$ cat src/rtl/cpu_sequencer_pkg.sv
// Shared opcode/ALU encodings, FSM state type and decode helpers for the
// multi-cycle accumulator CPU sequencer.
package cpu_sequencer_pkg;

    localparam logic [3:0] OP_NOP   = 4'h0;
    localparam logic [3:0] OP_LOAD  = 4'h1;
    localparam logic [3:0] OP_STORE = 4'h2;
    localparam logic [3:0] OP_ADD   = 4'h3;
    localparam logic [3:0] OP_SUB   = 4'h4;
    localparam logic [3:0] OP_AND   = 4'h5;
    localparam logic [3:0] OP_OR    = 4'h6;
    localparam logic [3:0] OP_NOT   = 4'h7;
    localparam logic [3:0] OP_JMP   = 4'h8;
    localparam logic [3:0] OP_JZ    = 4'h9;
    localparam logic [3:0] OP_HALT  = 4'hF;

    localparam logic [3:0] ALU_PASSA = 4'd0;
    localparam logic [3:0] ALU_PASSB = 4'd1;
    localparam logic [3:0] ALU_ADD   = 4'd2;
    localparam logic [3:0] ALU_SUB   = 4'd3;
    localparam logic [3:0] ALU_AND   = 4'd4;
    localparam logic [3:0] ALU_OR    = 4'd5;
    localparam logic [3:0] ALU_NOT   = 4'd6;

    typedef enum logic [2:0] {
        ST_IDLE, ST_FETCH, ST_DECODE, ST_EXEC, ST_HALT, ST_ERROR
    } state_e;

    typedef struct packed {
        logic       imem_req;
        logic       dmem_req;
        logic       dmem_we;
        logic       ir_load;
        logic       pc_inc;
        logic       pc_load;
        logic       acc_wr;
        logic [3:0] alu_code;
    } strobe_t;

    function automatic logic op_illegal(input logic [3:0] op);
        return (op >= 4'hA) && (op <= 4'hE);
    endfunction

    // LOAD..OR are the only opcodes that touch data memory
    function automatic logic op_is_mem(input logic [3:0] op);
        return (op >= OP_LOAD) && (op <= OP_OR);
    endfunction

    function automatic logic op_writes_acc(input logic [3:0] op);
        return op_is_mem(op) && (op != OP_STORE) || (op == OP_NOT);
    endfunction

    function automatic logic [3:0] op_alu(input logic [3:0] op);
        case (op)
            OP_LOAD: return ALU_PASSB;
            OP_ADD:  return ALU_ADD;
            OP_SUB:  return ALU_SUB;
            OP_AND:  return ALU_AND;
            OP_OR:   return ALU_OR;
            OP_NOT:  return ALU_NOT;
            default: return ALU_PASSA;
        endcase
    endfunction

endpackage

$ cat src/rtl/cpu_sequencer_if.sv
// Control/handshake bundle between the sequencer (master) and the datapath,
// memories and debug logic (slave).
interface cpu_sequencer_if #(parameter int CNT_W = 16);
    logic             run;
    logic             step;
    logic [3:0]       op;
    logic             acc_zero;
    logic             imem_ack;
    logic             dmem_ack;
    logic             imem_req;
    logic             dmem_req;
    logic             dmem_we;
    logic             ir_load;
    logic             pc_inc;
    logic             pc_load;
    logic             acc_wr;
    logic [3:0]       alu_code;
    logic             halted;
    logic             err;
    logic             busy;
    logic [CNT_W-1:0] retired;

    modport master (
        input  run, step, op, acc_zero, imem_ack, dmem_ack,
        output imem_req, dmem_req, dmem_we, ir_load, pc_inc, pc_load, acc_wr,
               alu_code, halted, err, busy, retired
    );

    modport slave (
        output run, step, op, acc_zero, imem_ack, dmem_ack,
        input  imem_req, dmem_req, dmem_we, ir_load, pc_inc, pc_load, acc_wr,
               alu_code, halted, err, busy, retired
    );
endinterface

$ cat src/rtl/cpu_sequencer_wait_timer.sv
// Memory-wait counter: counts ack-less request cycles and flags expiry at
// WAIT_MAX. WAIT_MAX=0 never expires.
module seq_wait_timer #(
    parameter int WAIT_MAX = 16
) (
    input  logic clk,
    input  logic rst,
    input  logic i_clr,
    input  logic i_en,
    output logic o_expired
);
    localparam int W = (WAIT_MAX < 2) ? 1 : $clog2(WAIT_MAX + 1);

    logic [W-1:0] r_cnt;

    always_ff @(posedge clk or negedge rst) begin
        if (!rst)       r_cnt <= '0;
        else if (i_clr) r_cnt <= '0;
        else if (i_en)  r_cnt <= r_cnt + W'(1);
    end

    assign o_expired = (WAIT_MAX != 0) && (r_cnt == W'(WAIT_MAX));
endmodule

$ cat src/rtl/cpu_sequencer.sv
// FETCH/DECODE/EXEC control sequencer for the 12-bit accumulator CPU with
// run/step/halt control, memory-wait timeout and retired-instruction count.
module cpu_sequencer
    import cpu_sequencer_pkg::*;
#(
    parameter int WAIT_MAX = 16,
    parameter int CNT_W    = 16
) (
    input logic           clk,
    input logic           rst,
    cpu_sequencer_if.master bus
);
    state_e           r_state, w_state_n;
    logic [3:0]       r_op;
    logic             r_step, r_halted, r_err;
    logic [CNT_W-1:0] r_retired;
    strobe_t          w_stb;
    logic             w_req, w_ack, w_expired, w_tout, w_done, w_tmr_clr, w_tmr_en;

    assign w_req  = (r_state == ST_FETCH) || (r_state == ST_EXEC && op_is_mem(r_op));
    assign w_ack  = (r_state == ST_FETCH) ? bus.imem_ack : bus.dmem_ack;
    assign w_tout = w_req && w_expired;
    assign w_done = (r_state == ST_EXEC) && !w_tout && (!op_is_mem(r_op) || bus.dmem_ack);

    // count restarts whenever a new request phase begins
    assign w_tmr_clr = (w_state_n == ST_FETCH || w_state_n == ST_EXEC) && (w_state_n != r_state);
    assign w_tmr_en  = w_req && !w_ack;

    seq_wait_timer #(.WAIT_MAX(WAIT_MAX)) u_timer (
        .clk       (clk),
        .rst       (rst),
        .i_clr     (w_tmr_clr),
        .i_en      (w_tmr_en),
        .o_expired (w_expired)
    );

    always_ff @(posedge clk or negedge rst) begin
        if (!rst) r_state <= ST_IDLE;
        else      r_state <= w_state_n;
    end

    always_comb begin
        w_state_n = r_state;
        case (r_state)
            ST_IDLE:   if (bus.run || bus.step) w_state_n = ST_FETCH;
            ST_FETCH:  if (w_tout) w_state_n = ST_ERROR;
                       else if (bus.imem_ack) w_state_n = ST_DECODE;
            ST_DECODE: w_state_n = op_illegal(bus.op) ? ST_ERROR : ST_EXEC;
            ST_EXEC: begin
                if (w_tout) w_state_n = ST_ERROR;
                else if (w_done) begin
                    if (r_op == OP_HALT)          w_state_n = ST_HALT;
                    else if (bus.run && !r_step)  w_state_n = ST_FETCH;
                    else                          w_state_n = ST_IDLE;
                end
            end
            default: w_state_n = r_state;
        endcase
    end

    // strobes are suppressed entirely in the cycle a timeout fires
    always_comb begin
        w_stb = '0;
        case (r_state)
            ST_FETCH: if (!w_tout) begin
                w_stb.imem_req = 1'b1;
                w_stb.ir_load  = bus.imem_ack;
            end
            ST_EXEC: if (!w_tout) begin
                w_stb.dmem_req = op_is_mem(r_op);
                w_stb.dmem_we  = (r_op == OP_STORE);
                w_stb.alu_code = op_alu(r_op);
                if (w_done) begin
                    w_stb.acc_wr = op_writes_acc(r_op);
                    case (r_op)
                        OP_JMP:  w_stb.pc_load = 1'b1;
                        OP_JZ:   begin
                            w_stb.pc_load = bus.acc_zero;
                            w_stb.pc_inc  = !bus.acc_zero;
                        end
                        OP_HALT: w_stb.pc_inc = 1'b0;
                        default: w_stb.pc_inc = 1'b1;
                    endcase
                end
            end
            default: w_stb = '0;
        endcase
    end

    always_ff @(posedge clk or negedge rst) begin
        if (!rst) begin
            r_op      <= '0;
            r_step    <= 1'b0;
            r_halted  <= 1'b0;
            r_err     <= 1'b0;
            r_retired <= '0;
        end else begin
            if (r_state == ST_DECODE) r_op <= bus.op;
            if (r_state == ST_IDLE && w_state_n == ST_FETCH) r_step <= !bus.run;
            else if (w_state_n == ST_IDLE)                   r_step <= 1'b0;
            if (w_done)                       r_retired <= r_retired + CNT_W'(1);
            if (w_done && r_op == OP_HALT)    r_halted  <= 1'b1;
            if (w_state_n == ST_ERROR)        r_err     <= 1'b1;
        end
    end

    assign bus.imem_req = w_stb.imem_req;
    assign bus.dmem_req = w_stb.dmem_req;
    assign bus.dmem_we  = w_stb.dmem_we;
    assign bus.ir_load  = w_stb.ir_load;
    assign bus.pc_inc   = w_stb.pc_inc;
    assign bus.pc_load  = w_stb.pc_load;
    assign bus.acc_wr   = w_stb.acc_wr;
    assign bus.alu_code = w_stb.alu_code;
    assign bus.halted   = r_halted;
    assign bus.err      = r_err;
    assign bus.busy     = (r_state == ST_FETCH) || (r_state == ST_DECODE) || (r_state == ST_EXEC);
    assign bus.retired  = r_retired;
endmodule

$ cat src/flat_wrapper.sv
// flat-port wrapper written by rule: the top's interface ports become plain ports
module cpu_sequencer_flat import cpu_sequencer_pkg::*;
#(
    parameter int WAIT_MAX = 16,
    parameter int CNT_W    = 16
)
  (clk, rst, bus_run, bus_step, bus_op, bus_acc_zero, bus_imem_ack, bus_dmem_ack, bus_imem_req, bus_dmem_req, bus_dmem_we, bus_ir_load, bus_pc_inc, bus_pc_load, bus_acc_wr, bus_alu_code, bus_halted, bus_err, bus_busy, bus_retired);
  cpu_sequencer_if #(.CNT_W(CNT_W)) bus_i ();
  input logic clk;
  input logic rst;
  input wire logic [$bits(bus_i.run)-1:0] bus_run;
  input wire logic [$bits(bus_i.step)-1:0] bus_step;
  input wire logic [$bits(bus_i.op)-1:0] bus_op;
  input wire logic [$bits(bus_i.acc_zero)-1:0] bus_acc_zero;
  input wire logic [$bits(bus_i.imem_ack)-1:0] bus_imem_ack;
  input wire logic [$bits(bus_i.dmem_ack)-1:0] bus_dmem_ack;
  output wire logic [$bits(bus_i.imem_req)-1:0] bus_imem_req;
  output wire logic [$bits(bus_i.dmem_req)-1:0] bus_dmem_req;
  output wire logic [$bits(bus_i.dmem_we)-1:0] bus_dmem_we;
  output wire logic [$bits(bus_i.ir_load)-1:0] bus_ir_load;
  output wire logic [$bits(bus_i.pc_inc)-1:0] bus_pc_inc;
  output wire logic [$bits(bus_i.pc_load)-1:0] bus_pc_load;
  output wire logic [$bits(bus_i.acc_wr)-1:0] bus_acc_wr;
  output wire logic [$bits(bus_i.alu_code)-1:0] bus_alu_code;
  output wire logic [$bits(bus_i.halted)-1:0] bus_halted;
  output wire logic [$bits(bus_i.err)-1:0] bus_err;
  output wire logic [$bits(bus_i.busy)-1:0] bus_busy;
  output wire logic [$bits(bus_i.retired)-1:0] bus_retired;
  assign bus_i.run = bus_run;
  assign bus_i.step = bus_step;
  assign bus_i.op = bus_op;
  assign bus_i.acc_zero = bus_acc_zero;
  assign bus_i.imem_ack = bus_imem_ack;
  assign bus_i.dmem_ack = bus_dmem_ack;
  assign bus_imem_req = bus_i.imem_req;
  assign bus_dmem_req = bus_i.dmem_req;
  assign bus_dmem_we = bus_i.dmem_we;
  assign bus_ir_load = bus_i.ir_load;
  assign bus_pc_inc = bus_i.pc_inc;
  assign bus_pc_load = bus_i.pc_load;
  assign bus_acc_wr = bus_i.acc_wr;
  assign bus_alu_code = bus_i.alu_code;
  assign bus_halted = bus_i.halted;
  assign bus_err = bus_i.err;
  assign bus_busy = bus_i.busy;
  assign bus_retired = bus_i.retired;
  cpu_sequencer #(.WAIT_MAX(WAIT_MAX), .CNT_W(CNT_W)) u_core (.clk(clk), .rst(rst), .bus(bus_i));
endmodule
$ cat config.mk
export PLATFORM = sky130hd
export DESIGN_NAME = cpu_sequencer_flat
export DESIGN_NICKNAME = d
export VERILOG_FILES = /design/src/rtl/cpu_sequencer_pkg.sv /design/src/rtl/cpu_sequencer_if.sv /design/src/rtl/cpu_sequencer_wait_timer.sv /design/src/rtl/cpu_sequencer.sv /design/src/flat_wrapper.sv
export SDC_FILE = /design/constraint.sdc
export NUM_CORES = 1
export LEC_CHECK = 0
export CORE_ASPECT_RATIO = 0.5
export CORE_MARGIN = 2
export CORE_UTILIZATION = 45
export CTS_CLUSTER_DIAMETER = 50
export DETAILED_ROUTE_END_ITERATION = 7
export GPL_TIMING_DRIVEN = 0
export PLACE_DENSITY = 0.76
export SETUP_SLACK_MARGIN = 0.05
export SYNTH_ARGS = -nofsm -noshare
export SYNTH_HDL_FRONTEND = slang
export SYNTH_SLANG_ARGS = --single-unit
$ cat constraint.sdc
create_clock -name clk -period 1.9 [get_ports clk]
set_input_delay 0.285 -clock clk [delete_from_list [all_inputs] [get_ports clk]]
set_output_delay 0.285 -clock clk [all_outputs]
set_load 0.005 [all_outputs]
# Word-level counts from Yosys, hierarchy flattened
# Index checks and enable logic that the tools add are counted.
[totals]
register_bits = 31
in_bits = 11
wordCells = 88
ramBits = 0
latchBits = 0
mem_bits_ro = 0
mem_count = 0
[classes]
mux = 26
bitwise_logic = 0
n_div = 0
shift = 0
n_lt_le_gt_ge = 4
n_reduce_logical = 30
multipliers = 0
n_addsub = 2
n_eq_ne = 19
[op_table]
columns = ["cell", "count"]
rows = [
  ["$mux 3", 8],
  ["$pmux 3 s6", 1],
  ["$add 16x1->16 const B", 1],
  ["$eq 4x3->1 const B", 4],
  ["$mux 7", 2],
  ["$eq 4x4->1 const B", 3],
  ["$logic_and 1x1->1", 12],
  ["$pmux 3 s4", 1],
  ["$mux 5", 2],
  ["$eq 3x2->1 const B", 3],
  ["$eq 4x2->1 const B", 2],
  ["$mux 1", 8],
  ["$logic_or 1x1->1", 7],
  ["$eq 3x1->1 const B", 2],
  ["$logic_not 1->1", 6],
  ["$logic_not 3->1", 2],
  ["$add 5x1->5 const B", 1],
  ["$eq 5x5->1 const B", 1],
  ["$eq 4x1->1 const B", 1],
  ["$ge 4x1->1 const B", 1],
  ["$ge 4x4->1 const B", 1],
  ["$le 4x3->1 const B", 1],
  ["$le 4x4->1 const B", 1],
  ["$mux 2", 2],
  ["6 further kinds", 8],
]

# Longest topological paths before layout
[depth]
word_depth = 15
mapped_depth = 8
mapped_depth_nobuf = 8

# By module
# From an unflattened synthesis, not the netlist that was laid out.
[hier_totals]
cells_unflattened = 190
hier_area_um2 = 1885.6
[modules_own_cells]
columns = ["mod", "cells_per_inst", "area_per_inst_um2", "instances", "seq_area_each_um2"]
rows = [
  ["cpu_sequencer", 164, 1586.5, 1, 650.6],
  ["seq_wait_timer", 26, 299.0, 1, 125.1],
]

# Worst setup path after synthesis
# Ideal clock, no wire load.
[synth_path]
path_type = "flip-flop to flip-flop"
from = "register u_core.u_timer.r_cnt[0]"
to = "register u_core.r_retired[1] (netlist: u_core.bus.retired[1])"
path_stages_with_launch = 7
arrival_ps = 1804
setup_ps = 125
n_path_buf = 0
required_ps = 1775
synth_period_minus_slack_ps = 1929
slack_ps = -29
path_cell_list = "dfrtp_1 > inv_1 > ha_1 > nand4bb_4 > a2111oi_4 > nand2b_1 > mux2_2"
[synth_between]
elab_chain_cells = 5
[synth_rtl]
columns = ["element", "line", "rtl"]
rows = [
  ["start, declared", "cpu_sequencer_wait_timer.sv:14", "logic [W-1:0] r_cnt;"],
  ["start signal, assigned", "cpu_sequencer_wait_timer.sv:19", "else if (i_en) r_cnt <= r_cnt + W'(1);"],
  ["$eq 5x5->1", "cpu_sequencer_wait_timer.sv:22", "assign o_expired = (WAIT_MAX != 0) && (r_cnt == W'(WAIT_MAX));"],
  ["$logic_and 1x1->1", "cpu_sequencer.sv:22", "assign w_tout = w_req && w_expired;"],
  ["$logic_not 1->1", "cpu_sequencer.sv:23", "assign w_done = (r_state == ST_EXEC) && !w_tout && (!op_is_mem(r_op) || bus.dmem_ack);"],
  ["$logic_and 1x1->1 (2 in series)", "cpu_sequencer.sv:23", ""],
  ["end signal, assigned", "cpu_sequencer.sv:101", "if (w_done) r_retired <= r_retired + CNT_W'(1);"],
  ["end, declared", "cpu_sequencer.sv:16", "logic [CNT_W-1:0] r_retired;"],
]
# Every way passes these cells.
# A chain may end at the register's enable or synchronous reset.

# Worst setup path after layout
[layout_path]
from = "register u_core.u_timer.r_cnt[0]"
to = "output bus_pc_inc"
[layout_between]
elab_chain_cells = 8
[layout_rtl]
columns = ["element", "line", "rtl"]
rows = [
  ["$eq 5x5->1 (*)", "cpu_sequencer_wait_timer.sv:22", ""],
  ["$logic_and 1x1->1 (*)", "cpu_sequencer.sv:22", ""],
  ["$logic_not 1->1", "cpu_sequencer.sv:23", ""],
  ["$logic_and 1x1->1 (2 in series)", "cpu_sequencer.sv:23", ""],
  ["$mux 3", "cpu_sequencer.sv:73", "if (w_done) begin"],
  ["$mux 7 (*)", "cpu_sequencer.sv:69", "ST_EXEC: if (!w_tout) begin"],
  ["$mux 7 (*)", "cpu_sequencer.sv:64", "case (r_state)"],
  ["end, declared", "flat_wrapper.sv:21", "output wire logic [$bits(bus_i.pc_inc)-1:0] bus_pc_inc;"],
]
# Every way passes the cells marked *; elsewhere a longest branch is shown, timed or not.

==> out/results.txt <==
Outcome = finished with violations
Failing checks = setup timing
Die Span X = 93.33 um
Die area = 0.004542 mm^2
H-Tree Depth = 2
RD Place Congestion = 0.8762
First-pass DRT Iterations = 5
I/O pin count = 41
Hold Path Class = input pin to asynchronous set/reset pin
Warnings from Yosys = 0
Least-Margin Pin Slew = 0.7106 ns
Final Hold Vio Count = 0
Fin util = 75.81%
Vias post-DR = 1756
Slew HR = 52.63%
Internal = 2.308 mW
Skew final = 0.009435 ns
Met3 usage = 5.763%
N_diodes = 0
FF-to-FF path depth = 9
Input/output buffers = 39
Crit start category = register
Most Used Layer, Global Route = met2
TritonCTS buffer count = 5
Synthesized-area fraction occupied by adder cells = 2.091%
Reg clk slew, reported paths = 0.08 ns
Flop pwr share = 25.8%
#FFs+latches synth = 31
Worst Path Max Fanout = 2
Synth area leader = dfrtp_1
Leak = 1.293 nW
Worst r2r dst = u_core.bus.retired[13]
Setup TNS = -2.410 ns
Core area = 0.003864 mm^2
Wire length per cell = 18.00 um
Fin crit period = 2.121 ns
Switching Share = 38.73%
CTS Sinks = 31
RSZ-0062 raised after global routing = yes
Met1 usage = 28.70%
Initial antenna violation count = 0
Mapped Area = 0.001795 mm^2
Fmax = 471.6 MHz
Initial Utilization = 46.47%
# setup viols final = 25
Syn Inst Count = 183
Yosys top cell area share = 43.21%
Largest net degree at the start of global routing = 32
Vert. Die Dim = 48.67 um
Post-synthesis mux area share = 3.624%
CP required = 1.62 ns
Largest family of logic cells by synthesized area = simple AND/OR/NAND/NOR gates
Combinational share of power = 56.5%
Synth Area in Simple Gates = 25.71%
Cell Area, Placed = 0.002258 mm^2
Area Growth Syn to Fin = 63.14%
Top cells by area, synth = dfrtp_1 (43%), xnor2_1 (4.9%), nor2_1 (4.0%), nand2_1 (3.1%), xor2_1 (2.9%)
# nets final = 276
Share of layout cells above drive strength 1 = 41.06%
Register Area = 777.0 um^2
CTS Hold Bufs = 0
Skew-Pair Late Insertion Delay = 0.29 ns
Clock Path Buffers = 2
Final Cell Area = 0.002929 mm^2
Netlist cell types = 47
Post-synth EDFFs = 0
Fin. max-slew vios = 0
M2 GR Usage = 41.13%
Avg Inst Size Synth = 9.811 um^2
Crit path capture type = output port
Worst Setup EP = bus_pc_inc
Seq/Total Area, Yosys = 43.21%
Vias per cell = 5.539
Global-route wire length before repair = 8190 um
VDD IR max = 0.4384 mV
CTS tree = done
Row Count = 16
GRT Residual Overflow = 0
Max-cap viol count = 0
Sw Pwr = 1.459 mW
Clk pwr share = 17.7%
Compound-Gate Fraction of Synth Area = 12.61%
CTS Root Cell = clkbuf_8
Pwr/cell area = 1286 mW/mm^2
Setup slack, reg-to-reg = -0.15 ns
Final worst-path setup slack = -0.2205 ns
FF-to-FF Start = u_core.r_op[0]
Drt total wl = 5705 um
Fraction of registers with async set/reset = 100.0%
Tcrit/Tclk final = 111.6%
Hold_ws = 0.03981 ns
Drt drc = 0
Crit path from = u_core.u_timer.r_cnt[0]
CP arrival = 1.84 ns
Detailed Route Iter0 Violations = 192
Multi-input logic area = 0.001209 mm^2
Post-DRT Antenna Nets = 0
Net count after synthesis = 197
Total power draw = 3.766 mW
Gr usage total = 23.47%
Critical path class = register to output port
Fill cells = 242
Dpl hpwl = 2786 um
Most used DFF post-synth = dfrtp_1
Vias in the first global route = 1736
Xor/xnor cell area share of the yosys netlist = 7.805%
[power by group through the flow]
stage | Clock, mW | Combinational, mW | Sequential (mW)
2_1_floorplan | 0 | 0.763 | 0.922
3_3_place_gp | 0 | 1.07 | 0.933
3_5_place_dp | 0 | 1.09 | 0.945
4_1_cts | 0.666 | 1.75 | 0.948
5_1_grt | 0.710 | 2.23 | 0.982
6_report | 0.667 | 2.13 | 0.972
[cell usage after synthesis, types with 4 or more instances]
cell type and number:
nand3_1 8, dfrtp_1 31, nor3_1 5, inv_1 9, xnor2_1 10, or3_1 5, nor2_1 19, xor2_1 6
a21oi_1 10, mux2_2 4, o21ai_0 7, nand2_1 15
[state kept, by name, summed over array words and instances, names as in the netlist]
register              count
u_core.bus.retired       16
u_core.u_timer.r_cnt      5
u_core.r_op               4
u_core.r_state            3
u_core.bus.err            1
u_core.bus.halted         1
u_core.r_step             1
[metrics by stage]
step | setup WS, ns | std cells
2_1_floorplan | 0.05012 | 183
3_3_place_gp | -0.5327 | 276
3_5_place_dp | -0.5429 | 276
4_1_cts | -0.1557 | 309
5_1_grt | -0.2856 | 317
6_report | -0.2205 | 317
[how the worst min path moves through the flow]
stage / to / depth (start not counted) / slack [ns]
finish: u_core.r_op[1] / 1 / 0.04
global route: u_core.r_op[0] / 1 / 0.09
CTS: u_core.r_op[0] / 1 / 0.06
detailed placement: u_core.r_op[1] / 1 / 0.37
global placement: u_core.bus.err / 1 / 0.46
floorplan: u_core.bus.err / 0 / -0.01
[cell type report]
| cell class | instances | share of cell area, % |
|---|---|---|
| flip-flops and latches | 31 | 26.53 |
| clock buffers | 5 | 2.349 |
| well taps | 54 | 2.307 |
| clock inverters | 3 | 1.495 |
| plain buffers | 7 | 2.819 |
| multi-input cells | 135 | 41.26 |
| inverters | 9 | 1.153 |
| repair buffers | 73 | 22.08 |
[cell usage in the layout, fill, tap and decap left out, types with 2 or more instances in the layout]
cell type        Yosys  routed
dfrtp_1             31      30
buf_4                1      27
clkdlybuf4s50_1      0      27
nand2_1             15      13
nor2_1              19      12
xnor2_1             10      10
buf_2                2       9
buf_6                2       9
clkbuf_8             0       7
nand3_1              8       7
o21ai_0              7       7
inv_1                9       6
xor2_1               6       6
a21oi_1             10       5
nor2_4               0       5
nor3_4               0       5
nor4_4               1       4
a21oi_2              0       4
or3_1                5       4
nand4_1              3       3
inv_2                0       3
buf_12               0       3
mux2_2               4       3
and3_4               1       2
nor3_1               5       2
and3_1               3       2
o21bai_1             2       2
a311o_1              2       2
a2111oi_4            1       2
a211oi_4             0       2
nand2b_4             0       2
and4_1               2       2
mux2i_1              2       2
nor2_2               0       2
ha_1                 3       2
dlygate4sd2_1        0       2
[layer usage]
metal | vias to the layer above | wire length (um) | share of wire (%)
met2 | 71 | 2865 | 50
met1 | 859 | 2400 | 42
li1 | 810 | - | -
met3 | 16 | 292 | 5.1
met4 | 0 | 147 | 2.6
met5 | - | 0 | 0
[worst max-delay path, stage by stage (launching register included)]
cell	delay, ns
dfrtp_1	0.40
inv_2	0.09
ha_4	0.15
nand4bb_4	0.14
a2111oi_4	0.39
nand2b_4	0.21
a21oi_2	0.03
buf_2	0.13
[what timing repair did]
item,CTS,global route
gates resized for setup,87,26
setup buffers,25,9
pin swaps,25,20
setup endpoints to repair,33,35
[cells by family after synthesis]
family          after synthesis
flops                        31
other cells                   1
buf+inv                      17
simple gates                 78
compound gates               31
fa+ha+maj                     3
mux                           6
xor+xnor                     16
No activity file was read; power rests on OpenSTA's default activity.
==> RTL edit 1 (same flow settings) <==
`CNT_W` is set to 16 in 3 places; all go to 14.
--- a/src/rtl/cpu_sequencer_if.sv
+++ b/src/rtl/cpu_sequencer_if.sv
@@ -1,6 +1,6 @@
 // Control/handshake bundle between the sequencer (master) and the datapath,
 // memories and debug logic (slave).
-interface cpu_sequencer_if #(parameter int CNT_W = 16);
+interface cpu_sequencer_if #(parameter int CNT_W = 14);
     logic             run;
     logic             step;
     logic [3:0]       op;
--- a/src/rtl/cpu_sequencer.sv
+++ b/src/rtl/cpu_sequencer.sv
@@ -4,7 +4,7 @@
     import cpu_sequencer_pkg::*;
 #(
     parameter int WAIT_MAX = 16,
-    parameter int CNT_W    = 16
+    parameter int CNT_W    = 14
 ) (
     input logic           clk,
     input logic           rst,
--- a/src/flat_wrapper.sv
+++ b/src/flat_wrapper.sv
@@ -2,7 +2,7 @@
 module cpu_sequencer_flat import cpu_sequencer_pkg::*;
 #(
     parameter int WAIT_MAX = 16,
-    parameter int CNT_W    = 16
+    parameter int CNT_W    = 14
 )
   (clk, rst, bus_run, bus_step, bus_op, bus_acc_zero, bus_imem_ack, bus_dmem_ack, bus_imem_req, bus_dmem_req, bus_dmem_we, bus_ir_load, bus_pc_inc, bus_pc_load, bus_acc_wr, bus_alu_code, bus_halted, bus_err, bus_busy, bus_retired);
   cpu_sequencer_if #(.CNT_W(CNT_W)) bus_i ();
Ports: changed (resized bus_retired); port bits go from 41 to 39. No check against the original RTL was run, so the function may have changed too.
==> RTL edit 1 against the original RTL <==
- largest cell class unchanged
- cell area shrank 9.5%
- sequential power decreased by 4.2%
- total power down 11%
- area after synthesis shrank 4.7%
- routed wire length is 15% lower
- sequential cell count down 2
- setup slack worse by 0.015 ns
- the flow still finishes with violations (setup timing)
- register-to-register slack gained 0.06 ns
==> RTL edit 1: results (changes against the original RTL) <==
Logic synthesis
  • Yosys cell types: 48 (was 47)
  • Post-synthesis adder-cell area fraction: 2.19% (was 2.09%)
  • Most instantiated cells after synthesis: 29 x dfrtp_1, 13 x nor2_1, 13 x xnor2_1, 12 x nand2_1 (was 31 x dfrtp_1, 19 x nor2_1, 15 x nand2_1, 10 x a21oi_1, 10 x xnor2_1)
  • Multiplexer share of the synthesized area: 3.80% (was 3.62%)
  • Sequential area share after synthesis: 42.4% (was 43.2%)
  • Mapped Cells: 169 (was 183)
  • Syn_nets: 183 (was 197)
  • Compound-Gate Fraction of Synth Area: 14.0% (was 12.6%)
  • XOR/XNOR Fraction of Synth Area: 8.19% (was 7.80%)
  • Top area cells in the synthesized netlist: dfrtp_1 42%, xnor2_1 6.7%, nor2_1 2.9% (was dfrtp_1 43%, xnor2_1 4.9%, nor2_1 4.0%)

Setup path
  • Max FO, Critical Path: 3 (was 2)

Pwr
  • P_leak: 1.16 nW (was 1.29 nW)
  • Peak supply drop: 0.579 mV (was 0.438 mV)
  • Seq pwr: 0.931 mW (was 0.972 mW)
  • Clock Power Share: 16.7% (was 17.7%)
  • Clk power: 0.563 mW (was 0.667 mW)

Global route
  • Maximum number of pins on one net before global-route repair: 30 (was 32)
  • First-pass GRT wire length: 7.20 mm (was 8.19 mm)
  • Number of global-route vias before repair: 1455 (was 1736)
  • GRT Util Overall: 22.6% (was 23.5%)
  • M1 GR Usage: 28.8% (was 28.7%)
  • Met3 GRT Util: 4.72% (was 5.76%)
  • Routing usage on met2: 40.1% (was 41.1%)

Placed design
  • Routability cong.: 0.869 (was 0.876)
  • Buffers on Ports: 37 (was 39)
  • Post-Place Cell Area: 0.00218 sq mm (was 0.00226 sq mm)
  • Hpwl dp: 2.86 mm (was 2.79 mm)
  • Placed cell count: 257 (was 276)
  • Dpl ws: -0.525 ns (was -0.543 ns)

Drt
  • DR pass1 iterations: 5 (unchanged)
  • DRT met1 WL: 2.10 mm (was 2.40 mm)
  • Metal3 WL: 252 um (was 292 um)
  • DR WL met2: 2.41 mm (was 2.87 mm)
  • Post-Route WL: 4.84 mm (was 5.71 mm)
  • Drt initial violations: 85 (was 192)
  • Vias after detailed routing: 1588 (was 1756)

Run status
  • Violated checks: setup timing (unchanged)
  • Result of the run: complete, but fails checks (unchanged)

Timing
  • Final setup viols: 22 (was 25)
  • Clk_skew: 0.00779 ns (was 0.00943 ns)
  • Final setup margin: -0.236 ns (was -0.221 ns)
  • Worst-margin pin slew: 0.671 ns (was 0.711 ns)
  • Setup TNS: -1.98 ns (was -2.41 ns)

Finish
  • Fin nets: 255 (was 276)
  • Layout cell share with drive strength beyond 1: 41.3% (was 41.1%)
  • Non-filler instance count after layout: 293 (was 317)
  • Largest register FFs: 14 (was 16)
  • Fill cells: 239 (was 242)
==> RTL edit 1: cell count changes after synthesis, sizes merged, moves of 2 or more <==
cell	before	now
and4	2	4
dfrtp	31	29
inv	9	7
nand2	15	12
nor2	19	13
nor3	8	11
nor4	4	2
or3	5	2
xnor2	10	13
xor2	6	3
==> RTL edit 1: path summary, 6_finish.rpt <==
path                                                          start                                 end  slack (ns)  cells past startpoint
worst max-delay path            u_core.u_timer.r_cnt[0]$_DFFE_PN0P_                     bus_alu_code[2]       -0.24                      7
worst min-delay path                                            rst   u_core.bus.retired[1]$_DFFE_PN0N_        0.04                      1
worst max register to register           u_core.r_op[1]$_DFFE_PN0P_           u_core.r_step$_DFFE_PN0P_       -0.09                      8
worst min register to register   u_core.bus.retired[13]$_DFFE_PN0N_  u_core.bus.retired[13]$_DFFE_PN0N_        0.48                      1
max in group asynchronous                                       rst         u_core.r_state[0]$_DFF_PN0_        1.39                      1
min in group clk                 u_core.bus.retired[13]$_DFFE_PN0N_  u_core.bus.retired[13]$_DFFE_PN0N_        0.48                      1
==> RTL edit 1: critical path, stage by stage, from the launching register on <==
cell	delay, ns
dfrtp_1	0.36
inv_2	0.06
ha_4	0.17
and4bb_2	0.25
a211o_1	0.36
buf_6	0.15
nor2_2	0.10
buf_2	0.12
==> RTL edit 1: cell type report <==
type	instances	area [sq um]	share of cell area, %
Clock inverter	1	5.00	0.189
Multi-Input combinational cell	125	1090	41.1
Timing Repair Buffer	67	586	22.1
Buffer	6	53.8	2.03
Clock buffer	7	96.3	3.64
Sequential cell	29	729	27.5
Tap cell	51	63.8	2.41
Inverter	7	26.3	0.992
==> RTL edit 1: what timing repair did <==
action	4_1_cts	5_1_grt
buffers inserted	24	8
cloned	0	0
endpoints found under the setup margin	30	32
pin swaps	25	12
resized for setup	70	25
==> RTL edit 2 (config.mk and constraints unchanged) <==
Made on the original files. Encoding of `state_e`: now one-hot (6 bits for 6 states).
--- a/src/rtl/cpu_sequencer_pkg.sv
+++ b/src/rtl/cpu_sequencer_pkg.sv
@@ -22,8 +22,8 @@
     localparam logic [3:0] ALU_OR    = 4'd5;
     localparam logic [3:0] ALU_NOT   = 4'd6;
 
-    typedef enum logic [2:0] {
-        ST_IDLE, ST_FETCH, ST_DECODE, ST_EXEC, ST_HALT, ST_ERROR
+    typedef enum logic [5:0] {
+        ST_IDLE = 6'b000001, ST_FETCH = 6'b000010, ST_DECODE = 6'b000100, ST_EXEC = 6'b001000, ST_HALT = 6'b010000, ST_ERROR = 6'b100000
     } state_e;
 
     typedef struct packed {
Check against the original RTL: same outputs for any inputs over 10 cycles, from zero or initial values and one cycle with rst low; not proved beyond that.
==> RTL edit 2 against the original RTL <==
- the run still ends with setup timing left
- area after synthesis grew 9.9%
- setup slack worse by 0.22 ns
- routed wire length grew 19%
- synthesized cell count up 17%
- sequential cell count increased by 3
- cell area is 13% higher
- via count increased by 19%
Power is not compared: it rests on default switching activity, and its combinational part moved more than twofold at a synthesized area within 25%.
==> RTL edit 2: results (changes against the original RTL) <==
Drt
  • Vias after detailed routing: 2098 (was 1756)
  • Post-Route WL: 6.77 mm (was 5.71 mm)
  • Wire per inst: 18.6 um (was 18.0 um)
  • DR pass1 iterations: 4 (was 5)
  • Drt initial violations: 125 (was 192)

Logic synthesis
  • EDFF count, synth: 0 (unchanged)
  • Top area cells in the synthesized netlist: dfrtp_1 42%, nand2_1 6.1%, xor2_1 4.4% (was dfrtp_1 43%, xnor2_1 4.9%, nor2_1 4.0%)
  • Syn_nets: 229 (was 197)
  • Yosys warnings: 0 (unchanged)
  • Top FF cell, synth: dfrtp_1 (unchanged)
  • Sequential area share after synthesis: 43.2% (about the same)
  • Most instantiated cells after synthesis: 33 x dfrtp_1, 32 x nand2_1, 23 x nor2_1, 12 x nand3_1, 10 x xor2_1 (was 31 x dfrtp_1, 19 x nor2_1, 15 x nand2_1, 10 x a21oi_1, 10 x xnor2_1)
  • Yosys cell types: 57 (was 47)
  • Mean area per synthesized cell: 9.18 sq um (was 9.81 sq um)

Setup path
  • Arrival @ worst endpoint: 2.06 ns (was 1.84 ns)
  • Worst reg2reg setup slack: -0.36 ns (was -0.15 ns)
  • Reg2reg start: u_core.u_timer.r_cnt[1]$_DFFE_PN0P_ (was u_core.r_op[0]$_DFFE_PN0P_)
  • FF-to-FF path depth: 10 (was 9)
  • Max FO, Critical Path: 4 (was 2)
  • RR Endpoint: u_core.bus.err$_DFFE_PN0N_ (was u_core.bus.retired[13]$_DFFE_PN0N_)

Timing
  • Final setup viols: 33 (was 25)
  • Worst-margin pin slew: 0.781 ns (was 0.711 ns)
  • Clk_skew: 0.00947 ns (was 0.00943 ns)
  • Final setup margin: -0.441 ns (was -0.221 ns)
  • Final hold slack: 0.0621 ns (was 0.0398 ns)

Clocking
  • Clock sinks: 34 (was 31)
  • Clk pin slew, worst setup/hold paths: 0.08 ns (about the same)

Placed design
  • Hpwl dp: 3.34 mm (was 2.79 mm)
  • Routability cong.: 0.908 (was 0.876)
  • Placed cell count: 308 (was 276)

Global route
  • Maximum number of pins on one net before global-route repair: 35 (was 32)
  • GRT Util Overall: 24.7% (was 23.5%)
  • First-pass GRT wire length: 9.68 mm (was 8.19 mm)
  • Number of global-route vias before repair: 2040 (was 1736)

Finish
  • Layout cell share with drive strength beyond 1: 43.2% (was 41.1%)
  • Fin nets: 323 (was 276)

Min path
  • HP Class: in -> async (unchanged)

Run status
  • Result of the run: complete, but fails checks (unchanged)
  • Violated checks: setup timing (unchanged)
## RTL edit 2: timing repair
action,in CTS,in global routing
hold endpoints to repair,0,0
hold buffers,0,0
resized for setup,96,45
buffers inserted,42,10
pin swaps,27,21
endpoints found under the setup margin,32,37
## RTL edit 2: power by group
part	switching [mW]	total, mW	internal [mW]
clock network	0.283	0.843	0.560
registers	0.00494	0.733	0.728
logic	0.0589	0.126	0.0668
## RTL edit 2: worst max path at each step
stage / from / end / slack [ns] / depth (start not counted)
2_1_floorplan: u_core.u_timer.r_cnt[0]$_DFFE_PN0P_ / u_core.bus.err$_DFFE_PN0N_ / -0.07 / 8
6_report: u_core.r_state[1]$_DFF_PN0_ / bus_acc_wr / -0.44 / 6
5_1_grt: u_core.r_state[1]$_DFF_PN0_ / bus_acc_wr / -0.50 / 6
4_1_cts: u_core.u_timer.r_cnt[1]$_DFFE_PN0P_ / bus_pc_load / -0.32 / 9
3_3_place_gp: u_core.r_state[1]$_DFF_PN0_ / bus_acc_wr / -0.69 / 5
3_5_place_dp: u_core.r_state[1]$_DFF_PN0_ / bus_acc_wr / -0.74 / 5
## RTL edit 2: cells by family after synthesis
group / synth area share [%]
flip-flops: 43.2
buffers and inverters: 3.55
AO/OA/AOI/OAI: 13.3
XOR/XNOR: 8.43
other: 0.190
AND/OR/NAND/NOR: 28.4
adder cells (fa/ha/maj): 1.90
multiplexers: 1.08
## RTL edit 2: per-stage QoR
step | utilization [%] | setup slack (ns) | cell area [sq um] | power [mW] | TNS [ns]
CTS | 75.5 | -0.321 | 3050 | 1.68 | -4.55
detailed placement | 60.5 | -0.735 | 2450 | 0.812 | -8.05
finish | 82.1 | -0.441 | 3320 | 1.70 | -7.29
global placement | 60.6 | -0.691 | 2450 | 0.812 | -13.33
global route | 82.1 | -0.499 | 3320 | 1.75 | -10.29
floorplan | - | -0.0684 | 1990 | 0.769 | -0.109
## RTL edit 2: routing by layer
| metal | global-route usage [%] | part of all wire (%) | routed length [um] |
|---|---|---|---|
| met1 | 29.2 | 40 | 2730 |
| met2 | 44.9 | 49 | 3310 |
| met3 | 6.98 | 7.6 | 516 |
| met4 | 7.18 | 3.2 | 215 |
| met5 | 0 | 0 | 0 |
## RTL edit 2: final cells by class
class                   instances  area, sq um
repair buffers                 87          788
inverters                       9         33.8
flip-flops and latches         34          856
plain buffers                   7         61.3
fillers                       211          723
well taps                      54         67.6
clock inverters                 2         60.1
multi-input cells             165         1370
clock buffers                   6         82.6
## RTL edit 2: critical path, cell delays in order, from the launching register on
cell and delay, ns:
dfrtp_2 0.46, nor4_4 0.36, nand2_2 0.13, a211o_1 0.33, buf_6 0.14, nor3b_2 0.18
buf_2 0.16
